## src/rtl/lu_pipe.sv

```systemverilog
// Registered bitwise logic unit with valid/ready on both sides and a saturating op counter.
// Define LU_ACCUM_EN to add an accumulator that can replace operand A.
module lu_pipe #(
    parameter int unsigned WIDTH = 8,
    parameter int unsigned CNT_W = 16
) (
    input  logic             clk,
    input  logic             rst_n,
    input  logic             in_valid,
    output logic             in_ready,
    input  logic [2:0]       op,
    input  logic [WIDTH-1:0] a,
    input  logic [WIDTH-1:0] b,
    input  logic             acc_sel,
    input  logic             acc_clr,
    output logic             out_valid,
    input  logic             out_ready,
    output logic [WIDTH-1:0] y,
    output logic             zero,
    output logic             ones,
    output logic [CNT_W-1:0] op_count
);

    logic             out_valid_q;
    logic [WIDTH-1:0] y_q;
    logic             zero_q;
    logic             ones_q;
    logic [CNT_W-1:0] op_count_q;
    logic [WIDTH-1:0] a_eff;
    logic [WIDTH-1:0] result;
    logic             in_xfer;

    assign in_ready = !out_valid_q || out_ready;
    assign in_xfer  = in_valid && in_ready;

`ifdef LU_ACCUM_EN
    logic [WIDTH-1:0] acc_q;

    assign a_eff = acc_sel ? acc_q : a;

    // Clear wins over load; the operation in the same cycle still sees the old value.
    always_ff @(posedge clk) begin
        if (!rst_n) begin
            acc_q <= '0;
        end else if (acc_clr) begin
            acc_q <= '0;
        end else if (in_xfer) begin
            acc_q <= result;
        end
    end
`else
    logic unused_acc_ports;

    assign unused_acc_ports = acc_sel ^ acc_clr;
    assign a_eff            = a;
`endif

    always_comb begin
        result = '0;
        unique case (op)
            3'b000: result = a_eff & b;
            3'b001: result = a_eff | b;
            3'b010: result = ~(a_eff & b);
            3'b011: result = ~(a_eff | b);
            3'b100: result = a_eff ^ b;
            3'b101: result = ~(a_eff ^ b);
            3'b110: result = ~a_eff;
            3'b111: result = b;
            default: result = '0;
        endcase
    end

    always_ff @(posedge clk) begin
        if (!rst_n) begin
            out_valid_q <= 1'b0;
            y_q         <= '0;
            zero_q      <= 1'b0;
            ones_q      <= 1'b0;
            op_count_q  <= '0;
        end else if (in_xfer) begin
            out_valid_q <= 1'b1;
            y_q         <= result;
            zero_q      <= (result == '0);
            ones_q      <= (result == '1);
            if (op_count_q != '1) begin
                op_count_q <= op_count_q + CNT_W'(1);
            end
        end else if (out_valid_q && out_ready) begin
            out_valid_q <= 1'b0;
        end
    end

    assign out_valid = out_valid_q;
    assign y         = y_q;
    assign zero      = zero_q;
    assign ones      = ones_q;
    assign op_count  = op_count_q;

endmodule

```

## config.mk

```make
export PLATFORM = sky130hd
export DESIGN_NAME = lu_pipe
export DESIGN_NICKNAME = d
export VERILOG_FILES = /design/src/rtl/lu_pipe.sv
export SDC_FILE = /design/constraint.sdc
export NUM_CORES = 1
export LEC_CHECK = 0
export ABC_AREA = 1
export CELL_PAD_IN_SITES_DETAIL_PLACEMENT = 1
export CELL_PAD_IN_SITES_GLOBAL_PLACEMENT = 2
export CORE_AREA = 2 2 120 87
export CTS_CLUSTER_DIAMETER = 80
export CTS_CLUSTER_SIZE = 14
export DETAILED_ROUTE_END_ITERATION = 10
export DIE_AREA = 0 0 122 89
export PLACE_DENSITY_LB_ADDON = 0.2
export SYNTH_ARGS = -nofsm -noshare
export SYNTH_HDL_FRONTEND = slang
export SYNTH_SLANG_ARGS = --single-unit
```

## constraint.sdc

```tcl
create_clock -name clk -period 2 [get_ports clk]
set_input_delay 0.2 -clock clk [delete_from_list [all_inputs] [get_ports clk]]
set_output_delay 0.2 -clock clk [all_outputs]
set_load 0.005 [all_outputs]
```

==> results.md, run 1 <==
* Largest net degree at the start of global routing at 18
* Buffers on Ports at 50
* Height of the chip at around 90 µm
* Share of post-route cells with drive strength above 1 at between 10% and 20%
* Worst ir drop on vdd at around 0.00032 V
* Row cnt at 30
* Element type at the critical path start: input pin
* Root buf cell: sky130_fd_sc_hd__clkbuf_16
* Die Outline Area at approximately 0.011 mm²
* Number of top-level pins at 53
* Main combinational cell family by area after synthesis: simple AND/OR/NAND/NOR gates
* Sw Ratio at a little under a third
* Number of placed instances with taps included at about 600
* Proportion of synthesized area in mux cells at 0%
* Part of the Yosys area used for sequential elements at a little over a fifth
* Number of distinct library cells after synthesis at 37
* Post-Route Setup TNS at 0 ns
* Nets at 520
* Effective utilization at floorplan at 26.8%
* Synthesized area per cell at around 6.3 µm²
* Total of warnings raised by yosys at 0
* EDFF count, synth at 0
* Post-Synthesis Cell Area at 0.00256 mm²
* Syn Inst Count at 407
* Fraction of registers with async set/reset at 0%
* Startpoint-to-endpoint class of the critical path: in2reg
* Overall power of the completed layout at ~1.5 mW
* Total congestion overflow after global routing at 0
* Power density over the cells at approximately 440 mW/mm²
* GPL Wtd Cong at between 0.8 and 0.9
* Number of synthesized register bits at 27
* Combinational share of power at about a third
* Avg WL per Cell at around 14 µm
* Result of the run: complete, no violations
* Setup repair after global routing missed its margin: no
* Number of antenna violations at the first check in global routing at 0
* Clock network fraction of design power at around 30%
* Dominant cell type by area after synthesis: sky130_fd_sc_hd__dfxtp_1
* Via count of the first global-routing pass at approximately 2,800
* Pint at between 1 and 1.5 mW
* First-pass GRT wire length at 14.3 mm
* Sinks on Clock Net at 27
* Post-Synth XOR/XNOR Area at between 1 and 1.5%
* Final setup fails at 0
* Slew Limit Fails at 0
* Crit path capture type: flop
* Setup Slack @ Placement at -0.0553 ns
* Maximum capacitance violations at 0
* Placed Area at 0.00338 mm²
* Maximum clock rate at around 550 MHz
* Worst r2r path cells at 10
* Source of the worst hold timing path: y[0]
* Number of hold-slack violations in the final timing report at 0
* Maximum root-to-sink buffer count at 2
* Simple-gate share of the synthesized area at a little under half
* Remaining max-slew budget at the tightest pin at 68.8%
* Net count after synthesis at ~450
* Most frequent cell after synthesis: sky130_fd_sc_hd__nand2_1
* Final worst setup slack at 0.194 ns
* Gr usage total at 16.6%
* CTS tree: done
* Detailed-router iteration count before antenna repair at 4
* Portion of total power attributed to sequential cells at 37.6%
* Adder-cell area share of the yosys netlist at roughly 8.3%
* Final Non-Filler Cells at 605
* Area contributors post-synth: sky130_fd_sc_hd__dfxtp_1 (21%), sky130_fd_sc_hd__nand2_1 (16%), sky130_fd_sc_hd__ha_1 (8.3%), sky130_fd_sc_hd__inv_1 (7.8%), sky130_fd_sc_hd__nand3_1 (7.0%)
* Fill count at about 1,300
* Reg-to-reg endpoint: op_count[8]
* DRC violations left at 0
* Complex-gate fraction of the synthesized area at about a tenth
* Type of the most critical hold path: reg2reg
* Slew at the pin with the worst max-slew slack at 0.464 ns
* Leading register cell type out of synthesis: sky130_fd_sc_hd__dfxtp_1
* ANT nets after route at 0
* Antenna diodes at 0
* HPWL after detailed placement at 7.03 mm
* Post-Route Skew at 0.00231 ns
* Latest clock arrival within the worst-skew pair at approximately 0.26 ns
* Htree depth at 1
* Endpoint of the worst hold-timing path: y[0]
* Post-route minimum period at between 1.5 and 2 ns
* Area fraction of the dominant cell type after synthesis at a little over a fifth
* Net load switching power at roughly 0.46 mW
* First-iteration detailed-routing DRC count at about 130
* Area growth, synth to finish at 35.6%
* Routed wire length at between 8 and 9 mm
* Post-detailed-route via-to-cell ratio at about 4.7
* Setup slack, reg-to-reg at approximately 0.21 ns
* Via count of the routed design at about 2,900
* CTS clock-pin slew for the worst setup and hold paths at about 0.070 ns
* Data arrival at the endpoint of the critical path at 1.99 ns
* CTS buffer count at 3
* WP data required at between 2 and 2.5 ns
* Commonest cells post-synth: sky130_fd_sc_hd__nand2_1 (109), sky130_fd_sc_hd__inv_1 (53), sky130_fd_sc_hd__nor2_1 (43)
* Post-route standard cell area excluding fillers at about 0.0035 mm²
* Worst Hold Depth at 2
* Leakage power at approximately 1.6 nW
* Die outline width at around 120 µm
* Area of the core at about 0.0096 mm²
* Startpoint of the worst-slack reg-to-reg timing path: op_count[0]
* Final critical-path share of the clock period at between 90% and 100%
* Worst-path maximum fanout at 5
layer usage:
layer | wire length [µm] | part of all wire (%) | GRT usage [%]
met5 | 0 | 0 | 0
met4 | 26 | 0.30 | 0.940
met3 | 344 | 3.9 | 2.42
met2 | 3580 | 41 | 25.4
met1 | 4760 | 55 | 25.6
worst max path at each step:
stage	end	from
3_3_place_gp	zero	op[2]
6_report	zero	op[2]
3_5_place_dp	zero	op[2]
5_1_grt	op_count[8]	op_count[0]
4_1_cts	op_count[8]	op_count[0]
2_1_floorplan	op_count[9]	op_count[0]
repair_timing:
item | CTS | global route
buffers inserted | 0 | 0
setup endpoints to repair | 0 | 1
hold buffers | 0 | 0
resized for setup | 0 | 2
flip-flops by register name (all words and copies together) (netlist names):
register,count
y,8
ones,1
out_valid,1
zero,1
op_count,16
cells in the final DEF, fill, tap and decap left out, types with 2 or more instances in the layout:
cell / n
sky130_fd_sc_hd__inv_2: 3
sky130_fd_sc_hd__inv_4: 2
sky130_fd_sc_hd__and3_1: 2
sky130_fd_sc_hd__ha_1: 17
sky130_fd_sc_hd__buf_4: 25
sky130_fd_sc_hd__nor2_8: 3
sky130_fd_sc_hd__nand3b_2: 2
sky130_fd_sc_hd__nand2_4: 2
sky130_fd_sc_hd__a21oi_1: 19
sky130_fd_sc_hd__clkdlybuf4s50_1: 50
sky130_fd_sc_hd__a21oi_2: 2
sky130_fd_sc_hd__dfxtp_1: 27
sky130_fd_sc_hd__buf_12: 5
sky130_fd_sc_hd__nand3_1: 36
sky130_fd_sc_hd__o21ai_1: 9
sky130_fd_sc_hd__nor3_2: 3
sky130_fd_sc_hd__xnor2_1: 4
sky130_fd_sc_hd__clkbuf_16: 3
sky130_fd_sc_hd__o21ai_0: 15
sky130_fd_sc_hd__nor2_1: 43
sky130_fd_sc_hd__nand4_1: 17
sky130_fd_sc_hd__nor3_1: 5
sky130_fd_sc_hd__nand3b_1: 5
sky130_fd_sc_hd__inv_1: 53
sky130_fd_sc_hd__nand2_1: 109
sky130_fd_sc_hd__nand3_2: 6
area by class of cell:
| cell class | instances | area [µm²] | share of cell area, % |
|---|---|---|---|
| multi-input combinational | 307 | 1680 | 48.3 |
| timing repair buffer | 80 | 788 | 22.7 |
| clock buffer | 4 | 78.8 | 2.27 |
| inverter | 59 | 226 | 6.52 |
| tap | 128 | 160 | 4.61 |
| sequential | 27 | 541 | 15.6 |
logic make-up (layout without fill, tap and decap cells):
kind of cell	Yosys count	in the layout
compound gates	49	49
xor+xnor	4	4
fa+ha+maj	17	17
buf+inv	73	143
flops	27	27
simple gates	237	237
critical path: stages:
cell and delay, ns:
sky130_fd_sc_hd__clkdlybuf4s50_1 0.63, sky130_fd_sc_hd__inv_2 0.13, sky130_fd_sc_hd__buf_4 0.18, sky130_fd_sc_hd__nand4_1 0.09, sky130_fd_sc_hd__nand2_1 0.07, sky130_fd_sc_hd__nor2_1 0.12, sky130_fd_sc_hd__nand2_1 0.06, sky130_fd_sc_hd__nand2_1 0.09
sky130_fd_sc_hd__nand2_1 0.10, sky130_fd_sc_hd__nor2_1 0.12, sky130_fd_sc_hd__nand2_1 0.07, sky130_fd_sc_hd__a21oi_2 0.11
through the flow:
step / hold WS (ns) / util, %
final: 0.470 / 36.3
after global placement: 0.458 / 35.3
after floorplan: 0.338 / -
after global routing: 0.489 / 36.3
after detailed placement: 0.465 / 35.3
after CTS: 0.476 / 36.2
power groups by stage:
stage          Clock, mW  Sequential (mW)  Combinational, mW
6_report           0.454            0.573              0.497
5_1_grt            0.499            0.575              0.555
4_1_cts            0.474            0.573              0.500
3_5_place_dp           0            0.585              0.498
3_3_place_gp           0            0.585              0.487
2_1_floorplan          0            0.583              0.269
Power figures use the tool's default switching activity.
==> run 2: changes to the inputs <==
--- a/config.mk
+++ b/config.mk
@@ -6,6 +6,7 @@
 export NUM_CORES = 1
 export LEC_CHECK = 0
 export ABC_AREA = 1
+export ABC_CLOCK_PERIOD_IN_PS = 2000
 export CELL_PAD_IN_SITES_DETAIL_PLACEMENT = 1
 export CELL_PAD_IN_SITES_GLOBAL_PLACEMENT = 2
 export CORE_AREA = 2 2 120 87
@@ -14,6 +15,7 @@
 export DETAILED_ROUTE_END_ITERATION = 10
 export DIE_AREA = 0 0 122 89
 export PLACE_DENSITY_LB_ADDON = 0.2
+export SETUP_SLACK_MARGIN = 0.1
 export SYNTH_ARGS = -nofsm -noshare
 export SYNTH_HDL_FRONTEND = slang
 export SYNTH_SLANG_ARGS = --single-unit
==> run 2 against run 1 <==
Effect of this change:
- combinational power about the same
- clock skew barely moved
- setup slack improved by 0.030 ns
- register-to-register slack barely moved
- global-route usage unchanged
- die area unchanged
- critical endpoint is now op_count[3]
- largest power group unchanged
==> results.md, run 2 (synthesis results as in run 1) <==
* DRC violations left at 0
* Avg WL per Cell at 14.4 µm
* Area of the core at 0.00957 mm²
* Nets at 520
* Height of the chip at 89 µm
* ANT nets after route at 0
* Sw Ratio at between 30 and 40%
* Crit path capture type: flop
* HPWL after detailed placement at roughly 7 mm
* Post-route minimum period at around 1.8 ns
* Data arrival at the endpoint of the critical path at approximately 2.0 ns
* Latest clock arrival within the worst-skew pair at around 0.26 ns
* Area growth, synth to finish at 35.8%
* Commonest non-fill, non-tap cell in the layout: sky130_fd_sc_hd__nand2_1
* CTS clock-pin slew for the worst setup and hold paths at about 0.07 ns
* Number of antenna violations at the first check in global routing at 0
* Cell with the largest stage delay on the worst path: sky130_fd_sc_hd__dfxtp_1
* Leakage power at between 1.5 and 2 nW
* WP data required at 2.20 ns
* Post-Route Skew at between 0.002 and 0.003 ns
* Slew Limit Fails at 0
* Final setup fails at 0
* Via count of the routed design at 2,874
* Portion of total power attributed to sequential cells at roughly 38%
* Cell type group with the largest total delay on the critical path: simple AND/OR/NAND/NOR gates
* Maximum root-to-sink buffer count at 2
* Max FFs per register at 16
* Row cnt at 30
* Antenna diodes at 0
* Post-Route Setup TNS at 0 ns
* Number of hold-slack violations in the final timing report at 0
* Detailed-router iteration count before antenna repair at 4
* First-iteration detailed-routing DRC count at 130
* Buffers and inverters on the worst path at 2
* Remaining max-slew budget at the tightest pin at approximately two thirds
* Die outline width at 122 µm
* Post-CTS Setup Repair Bufs at 0
* Worst ir drop on vdd at ~0.00032 V
* Root buf cell: sky130_fd_sc_hd__clkbuf_16
* Cells along the critical path: ha_1 > nand3_1 > nor3_2 > nand3_1 > nand2_1 > buf_12 > inv_2 > nand2_1 > o21ai_1 > a21oi_1
* Maximum capacitance violations at 0
* Startpoint-to-endpoint class of the critical path: reg2reg
* Gr usage total at 16.6%
* Share of post-route cells with drive strength above 1 at between 10% and 20%
* Setup Slack @ Placement at -0.0553 ns
* Buffers on Ports at 50
* Power density over the cells at 438 mW/mm²
* GPL Wtd Cong at between 0.8 and 0.9
* Slew at the pin with the worst max-slew slack at 0.481 ns
* CTS buffer count at 3
* Combinational share of power at between 30% and 40%
* Net load switching power at 0.466 mW
* First-pass GRT wire length at roughly 14 mm
* Via count of the first global-routing pass at 2,776
* Final critical-path share of the clock period at 88.8%
* Element type at the critical path start: flop
* Routed wire length at between 8 and 9 mm
* Type of the most critical hold path: reg2reg
* Longest individual stage delay on the worst path at between 0.3 and 0.4 ns
* Total congestion overflow after global routing at 0
* Post-detailed-route via-to-cell ratio at between 4 and 5
* Die Outline Area at around 0.011 mm²
* Result of the run: complete, no violations
* Worst-path maximum fanout at 12
* Effective utilization at floorplan at 26.8%
* CTS tree: done
* Sinks on Clock Net at 27
* Commonest cells after routing, fill and taps aside: sky130_fd_sc_hd__nand2_1 (109), sky130_fd_sc_hd__inv_1 (53), sky130_fd_sc_hd__clkdlybuf4s50_1 (49), sky130_fd_sc_hd__nor2_1 (42), sky130_fd_sc_hd__nand3_1 (36)
* Pint at 1.06 mW
* Maximum clock rate at roughly 560 MHz
* Final worst setup slack at roughly 0.22 ns
* Htree depth at 1
* Worst hold slack at roughly 0.47 ns
* Clock network fraction of design power at around 30%
* Setup repair after global routing missed its margin: no
* Setup slack, reg-to-reg at 0.22 ns
* Number of top-level pins at between 50 and 60
* Largest net degree at the start of global routing at 18
[run 2: changes by cell type in the layout (fill, tap and decap cells not counted)]
cell                              previous run  this run
sky130_fd_sc_hd__clkdlybuf4s50_1            50        49
sky130_fd_sc_hd__dlymetal6s2s_1              0         1
sky130_fd_sc_hd__nor2_1                     43        42
sky130_fd_sc_hd__nor2_2                      1         2
[run 2: stage by stage]
| stage | instance area, µm² | utilization [%] | cells | total power, mW |
|---|---|---|---|---|
| floorplan | 2560 | - | 407 | 0.852 |
| global placement | 3380 | 35.3 | 601 | 1.07 |
| detailed placement | 3380 | 35.3 | 601 | 1.08 |
| CTS | 3460 | 36.2 | 605 | 1.55 |
| global route | 3480 | 36.3 | 605 | 1.63 |
| finish | 3480 | 36.3 | 605 | 1.52 |
[run 2: worst paths after layout]
check,cells past startpoint,start,endpoint
setup / recovery,10,op_count[0],op_count[3]
hold / removal,2,y[0],y[0]
setup reg to reg,10,op_count[0],op_count[3]
hold reg to reg,2,y[0],y[0]
[run 2: layer usage]
metal / wire length [µm] / GRT usage, % / vias up
met3: 373 / 2.42 / 2
met2: 3570 / 25.4 / 58
met5: 0 / 0 / -
li1: - / - / 1460
met4: 26 / 0.940 / 0
met1: 4760 / 25.6 / 1354
[run 2: timing repair]
action,in CTS,in global routing
endpoints found under the setup margin,0,11
hold buffers,0,0
gates resized for setup,0,4
[run 2: power groups by stage]
stage	clock, mW	combinational [mW]	sequential (mW)
floorplan	0	0.269	0.583
global placement	0	0.487	0.585
detailed placement	0	0.498	0.585
CTS	0.474	0.500	0.573
global route	0.499	0.555	0.575
finish	0.455	0.496	0.572
[run 2: worst register-to-register path: cells and delay by family (launching register included)]
| family | cells | cell delay [ns] |
|---|---|---|
| flip-flops | 1 | 0.39 |
| adder cells (fa/ha/maj) | 1 | 0.23 |
| buffers and inverters | 2 | 0.26 |
| AND/OR/NAND/NOR | 5 | 0.66 |
| AO/OA/AOI/OAI | 2 | 0.17 |
[run 2: area by class of cell]
cell class / instances / area (µm²)
sequential: 27 / 541
timing repair buffer: 80 / 791
fill: 1262 / 6090
inverter: 59 / 226
multi-input combinational: 307 / 1680
clock buffer: 4 / 78.8
tap: 128 / 160
==> patch 1: new RTL, config.mk and constraints of run 2 <==
`WIDTH`: 8 -> 10.
--- a/src/rtl/lu_pipe.sv
+++ b/src/rtl/lu_pipe.sv
@@ -3,3 +3,3 @@
 module lu_pipe #(
-    parameter int unsigned WIDTH = 8,
+    parameter int unsigned WIDTH = 10,
     parameter int unsigned CNT_W = 16
Ports: changed (resized a, b and y); port bits go from 53 to 59. The function was not compared with the original's and may differ.
==> patch 1 against run 2 <==
Area after synthesis rose by 6.8%; fmax rose by 0.96%; sequential cell count grew 2; final area grew 13%; die area stayed put; via count increased by 14%; first-iteration DRC count up 40%; routed wire length grew 12%; setup slack better by 17 ps; power grew 29%.
==> patch 1: results (changes against run 2) <==
stage	metric	value	unit	change
synthesis	Post-Syn Area	0.00274	mm2	was 0.00256 mm2
synthesis	synth top area cells	dfxtp_1 (21%), nand2_1 (16%), ha_1 (9.6%)		was dfxtp_1 (21%), nand2_1 (16%), ha_1 (8.3%)
hold_path	Hold Crit Start	y[8]		was y[0]
worst_setup_path	CP max-delay cell	dfxtp_1		unchanged
drt	Post-Route WL	9800	um	was 8720 um
place	IO Port Bufs	56		was 50
worst_setup_path	delay of the slowest critical-path stage	310	ps	was 390 ps
layout	Filler cells	1287		was 1262
worst_setup_path	critical path peak fanout	7		was 12
place	post-placement cell count	669		was 601
worst_setup_path	Critical Path AT	1930	ps	was 1970 ps
sta	Setup Skew	7.76	ps	was 2.78 ps
power_and_ir_drop	Leak	1.94	nW	was 1.63 nW
grt	largest net degree at the start of global routing	32		was 18
sta	measured slew at the worst slew-check pin	466	ps	was 481 ps
place	worst slack at placement	-123	ps	was -55.3 ps
cts	TritonCTS buffer count	5		was 3
drt	Routed WL per cell	14.5	um	was 14.4 um
synthesis	net count after synthesis	512		was 449
cts	Root Driver	clkbuf_16		unchanged
worst_setup_path	Worst setup startpoint	op_count[0]		unchanged
grt	vias in the first global route	3351		was 2776
power_and_ir_drop	internal power	1.37	mW	was 1.06 mW
layout	share of cells above drive strength 1	0.122		was 0.128
place	HPWL after DPL	7670	um	was 7030 um
worst_setup_path	R2R Path Start	op_count[0]		unchanged
grt	Overall Global Routing Usage	0.191		was 0.166
power_and_ir_drop	VDD IR max	0.237	mV	was 0.316 mV
cts	Clk Latency, worst-skew pair	280	ps	was 260 ps
cts	CTS H-tree depth	2		was 1
place	Routability Congestion	0.844		was 0.824
synthesis	Top FF cell, synth	dfxtp_1		unchanged
synthesis	syn avg cell area	5.92	um2	was 6.29 um2
layout	Final #Nets	599		was 520
synthesis	async set-reset flop share out of synthesis	0		unchanged
cts	Max clock buf depth	2		unchanged
layout	multi-input logic area	0.00182	mm2	was 0.00168 mm2
drt	total iterations of the first detailed-routing run	4		unchanged
grt	first-pass GRT wire length	16500	um	was 14300 um
grt	initial antenna violation count	0		unchanged
synthesis	Seq/Total Area, Yosys	0.212		was 0.211
synthesis	Distinct cells, synth	25		was 37
hold_path	Hold Path Class	reg -> reg		unchanged
synthesis	top cells by count, synth	nand2_1 (118), inv_1 (65), nand3_1 (52)		was nand2_1 (109), inv_1 (53), nor2_1 (43)
drt	number of DRC markers in iteration 0	182		was 130
place	Post-DP Area	0.00373	mm2	was 0.00338 mm2
status	outcome	finished, final reports clean		unchanged
drt	via count	3283		was 2874
cts	Clock transition at path regs	50	ps	was 70 ps
-- patch 1: area by class of cell --
| class | count | share of cell area |
|---|---|---|
| multi-input cells | 344 | 0.463 |
| flip-flops and latches | 29 | 0.148 |
| repair buffers | 100 | 0.246 |
| inverters | 69 | 0.0668 |
| clock buffers | 7 | 0.0363 |
| well taps | 128 | 0.0407 |
-- patch 1: repair_timing --
| item | 4_1_cts | 5_1_grt |
|---|---|---|
| resized for setup | 0 | 22 |
| buffers inserted | 0 | 1 |
| setup endpoints to repair | 0 | 15 |
-- patch 1: kinds of logic after synthesis --
group	synth area share
AND/OR/NAND/NOR	0.438
buffers and inverters	0.137
AO/OA/AOI/OAI	0.0979
flip-flops	0.212
adder cells (fa/ha/maj)	0.0961
XOR/XNOR	0.0192
-- patch 1: power groups by stage --
stage	clock (mW)	combinational, mW	sequential [mW]
after floorplan	0	0.279	0.629
after global routing	0.792	0.668	0.619
final	0.755	0.596	0.616
after CTS	0.768	0.584	0.616
after detailed placement	0	0.579	0.627
after global placement	0	0.570	0.627
-- patch 1: worst paths after layout --
kind / to / slack [ps] / cells after the start
worst max-delay path: op_count[4] / 240 / 11
worst min-delay path: y[8] / 480 / 2
worst max register to register: op_count[4] / 240 / 11
worst min register to register: y[8] / 480 / 2
-- patch 1: layer usage --
metal  up-vias  wire length, um  GRT usage
met4         0               50     0.0282
met3         7              347     0.0344
met2        52             4040      0.297
met5         -                0          0
met1      1557             5360      0.280
li1       1667                -          -
-- patch 1: critical path: cells and delay by family (launching register included) --
kind | cells | cell delay (ps)
fa+ha+maj | 1 | 210
flops | 1 | 310
simple gates | 8 | 900
buf+inv | 2 | 220
==> patch 2: new RTL, flow settings as in run 2 <==
Without the edit above. Register the output `op_count` once more, cleared by the reset; this adds one clock of latency there. The other outputs are not delayed to match.
--- a/src/rtl/lu_pipe.sv
+++ b/src/rtl/lu_pipe.sv
@@ -96,3 +96,9 @@
     assign ones      = ones_q;
-    assign op_count  = op_count_q;
+    always_ff @(posedge clk) begin
+        if (!rst_n) begin
+            op_count <= '0;
+        end else begin
+            op_count <= op_count_q;
+        end
+    end
 
Function: changed (Yosys sat finds a counterexample within 4 cycles, from zero or initial values and one cycle with rst_n low).
==> patch 2 against run 2 <==
Sequential cell count up 16; global-route usage increased by 0.48 points; first-iteration DRC count fell by 11%; highest routed layer unchanged; area after synthesis is 6.8% higher; setup slack improved by 7.0 ps; final area grew 10%; clock power grew 91%; power increased by 47%; routed wire length fell by 0.16%; via count up 2.7%; register-to-register slack better by 30 ps.
==> patch 2: results (changes against run 2) <==
stage	metric	value	unit	change
synthesis	Post-Synth Adder-Cell Area	0.0778		was 0.0830
synthesis	net count after synthesis	467		was 449
grt	largest net degree at the start of global routing	17		was 18
synthesis	Synth Area in XOR/XNOR	0.00961		was 0.0137
drt	number of DRC markers in iteration 0	116		was 130
worst_setup_path	R2R Path Start	op_count_q[1]		was op_count[0]
synthesis	Seq/Total Area, Yosys	0.315		was 0.211
hold_path	Hold Crit Start	op_count_q[10]		was y[0]
synthesis	Synth Area in Compound Gates	0.0801		was 0.104
grt	Overall Global Routing Usage	0.171		was 0.166
layout	Filler cells	1251		was 1262
drt	met3 wire length	440	um	was 373 um
cts	CTS H-tree depth	2		was 1
place	Routability Congestion	0.798		was 0.824
drt	via count	2951		was 2874
worst_setup_path	critical path peak fanout	8		was 12
cts	Clk Latency, worst-skew pair	290	ps	was 260 ps
grt	routing usage on met1	0.262		was 0.256
power_and_ir_drop	VDD IR max	0.323	mV	was 0.316 mV
drt	metal2 WL	3420	um	was 3570 um
synthesis	Distinct cells, synth	30		was 37
synthesis	synth top area cells	dfxtp_1 (31%), nand2_1 (14%), inv_1 (8.8%)		was dfxtp_1 (21%), nand2_1 (16%), ha_1 (8.3%)
place	Post-DP Area	0.00366	mm2	was 0.00338 mm2
sta	Setup Skew	3.25	ps	was 2.78 ps
worst_setup_path	worst reg2reg path depth	11		was 10
status	outcome	finished, final reports clean		unchanged
drt	Post-Route WL	8710	um	was 8720 um
drt	total iterations of the first detailed-routing run	4		unchanged
cts	TritonCTS buffer count	5		was 3
worst_setup_path	Critical Path AT	1990	ps	was 1970 ps
power_and_ir_drop	Leak	1.87	nW	was 1.63 nW
synthesis	yosys warns	0		unchanged
sta	measured slew at the worst slew-check pin	407	ps	was 481 ps
grt	Global Route met2 Usage	0.239		was 0.254
grt	vias in the first global route	2885		was 2776
worst_setup_path	Worst R2R End	op_count_q[4]		was op_count[3]
layout	Final #Nets	553		was 520
worst_setup_path	Reg2Reg Setup Slack	250	ps	was 220 ps
place	HPWL after DPL	6950	um	was 7030 um
hold_path	Hold EP	op_count[10]		was y[0]
grt	met3 Resource Use GR	0.0408		was 0.0242
grt	first-pass GRT wire length	14500	um	was 14300 um
drt	M1 WL	4790	um	was 4760 um
synthesis	top cells by count, synth	nand2_1 (100), inv_1 (64), nor2_1 (50)		was nand2_1 (109), inv_1 (53), nor2_1 (43)
layout	share of cells above drive strength 1	0.129		was 0.128
-- patch 2: cell types whose count changed in the layout (fill, tap and decap cells not counted), moves of 5 or more --
cell and delta:
dfxtp_1 +15, nand3_2 -5, buf_4 +18, nor2_1 +7, inv_1 +10, nand2_1 -10
-- patch 2: worst max-delay path by stage --
stage	start	endpoint	slack, ps	depth (start not counted)
after floorplan	op_count_q[0]	op_count_q[7]	460	12
after global placement	op[0]	zero	-30	14
after detailed placement	op[1]	zero	-70	13
after CTS	op_count_q[1]	op_count_q[11]	200	11
after global routing	op_count_q[1]	op_count_q[4]	90	11
final	op[0]	zero	230	14
-- patch 2: final cells by class --
| class | count | area share |
|---|---|---|
| Inverter | 69 | 0.0683 |
| Sequential cell | 43 | 0.225 |
| Timing Repair Buffer | 95 | 0.226 |
| Multi-Input combinational cell | 297 | 0.398 |
| Clock buffer | 8 | 0.0408 |
| Tap cell | 128 | 0.0418 |
-- patch 2: stage by stage --
stage	hold slack [ps]	setup WS, ps	utilization	setup TNS, ps	cells
floorplan	420	458	-	0	425
global placement	442	-29.1	0.382	-29.1	632
detailed placement	444	-71.8	0.382	-113	632
CTS	453	198	0.398	0	640
global route	491	95.0	0.400	0	640
finish	448	231	0.400	0	640
-- patch 2: critical path: stages --
cell	delay, ps
clkdlybuf4s50_1	450
buf_4	190
buf_12	140
inv_2	30
nand2_2	140
buf_4	150
nand2_1	50
nor2_1	110
nand2_1	60
nand2_1	80
nand2_1	60
nor2_1	130
nand3_1	80
a21oi_1	110
-- patch 2: power breakdown --
part	internal (mW)	switching, mW	leakage, nW
Clock	0.532	0.335	0.0772
Combinational	0.225	0.246	1.44
Sequential	0.880	0.0144	0.350
Total	1.64	0.596	1.87
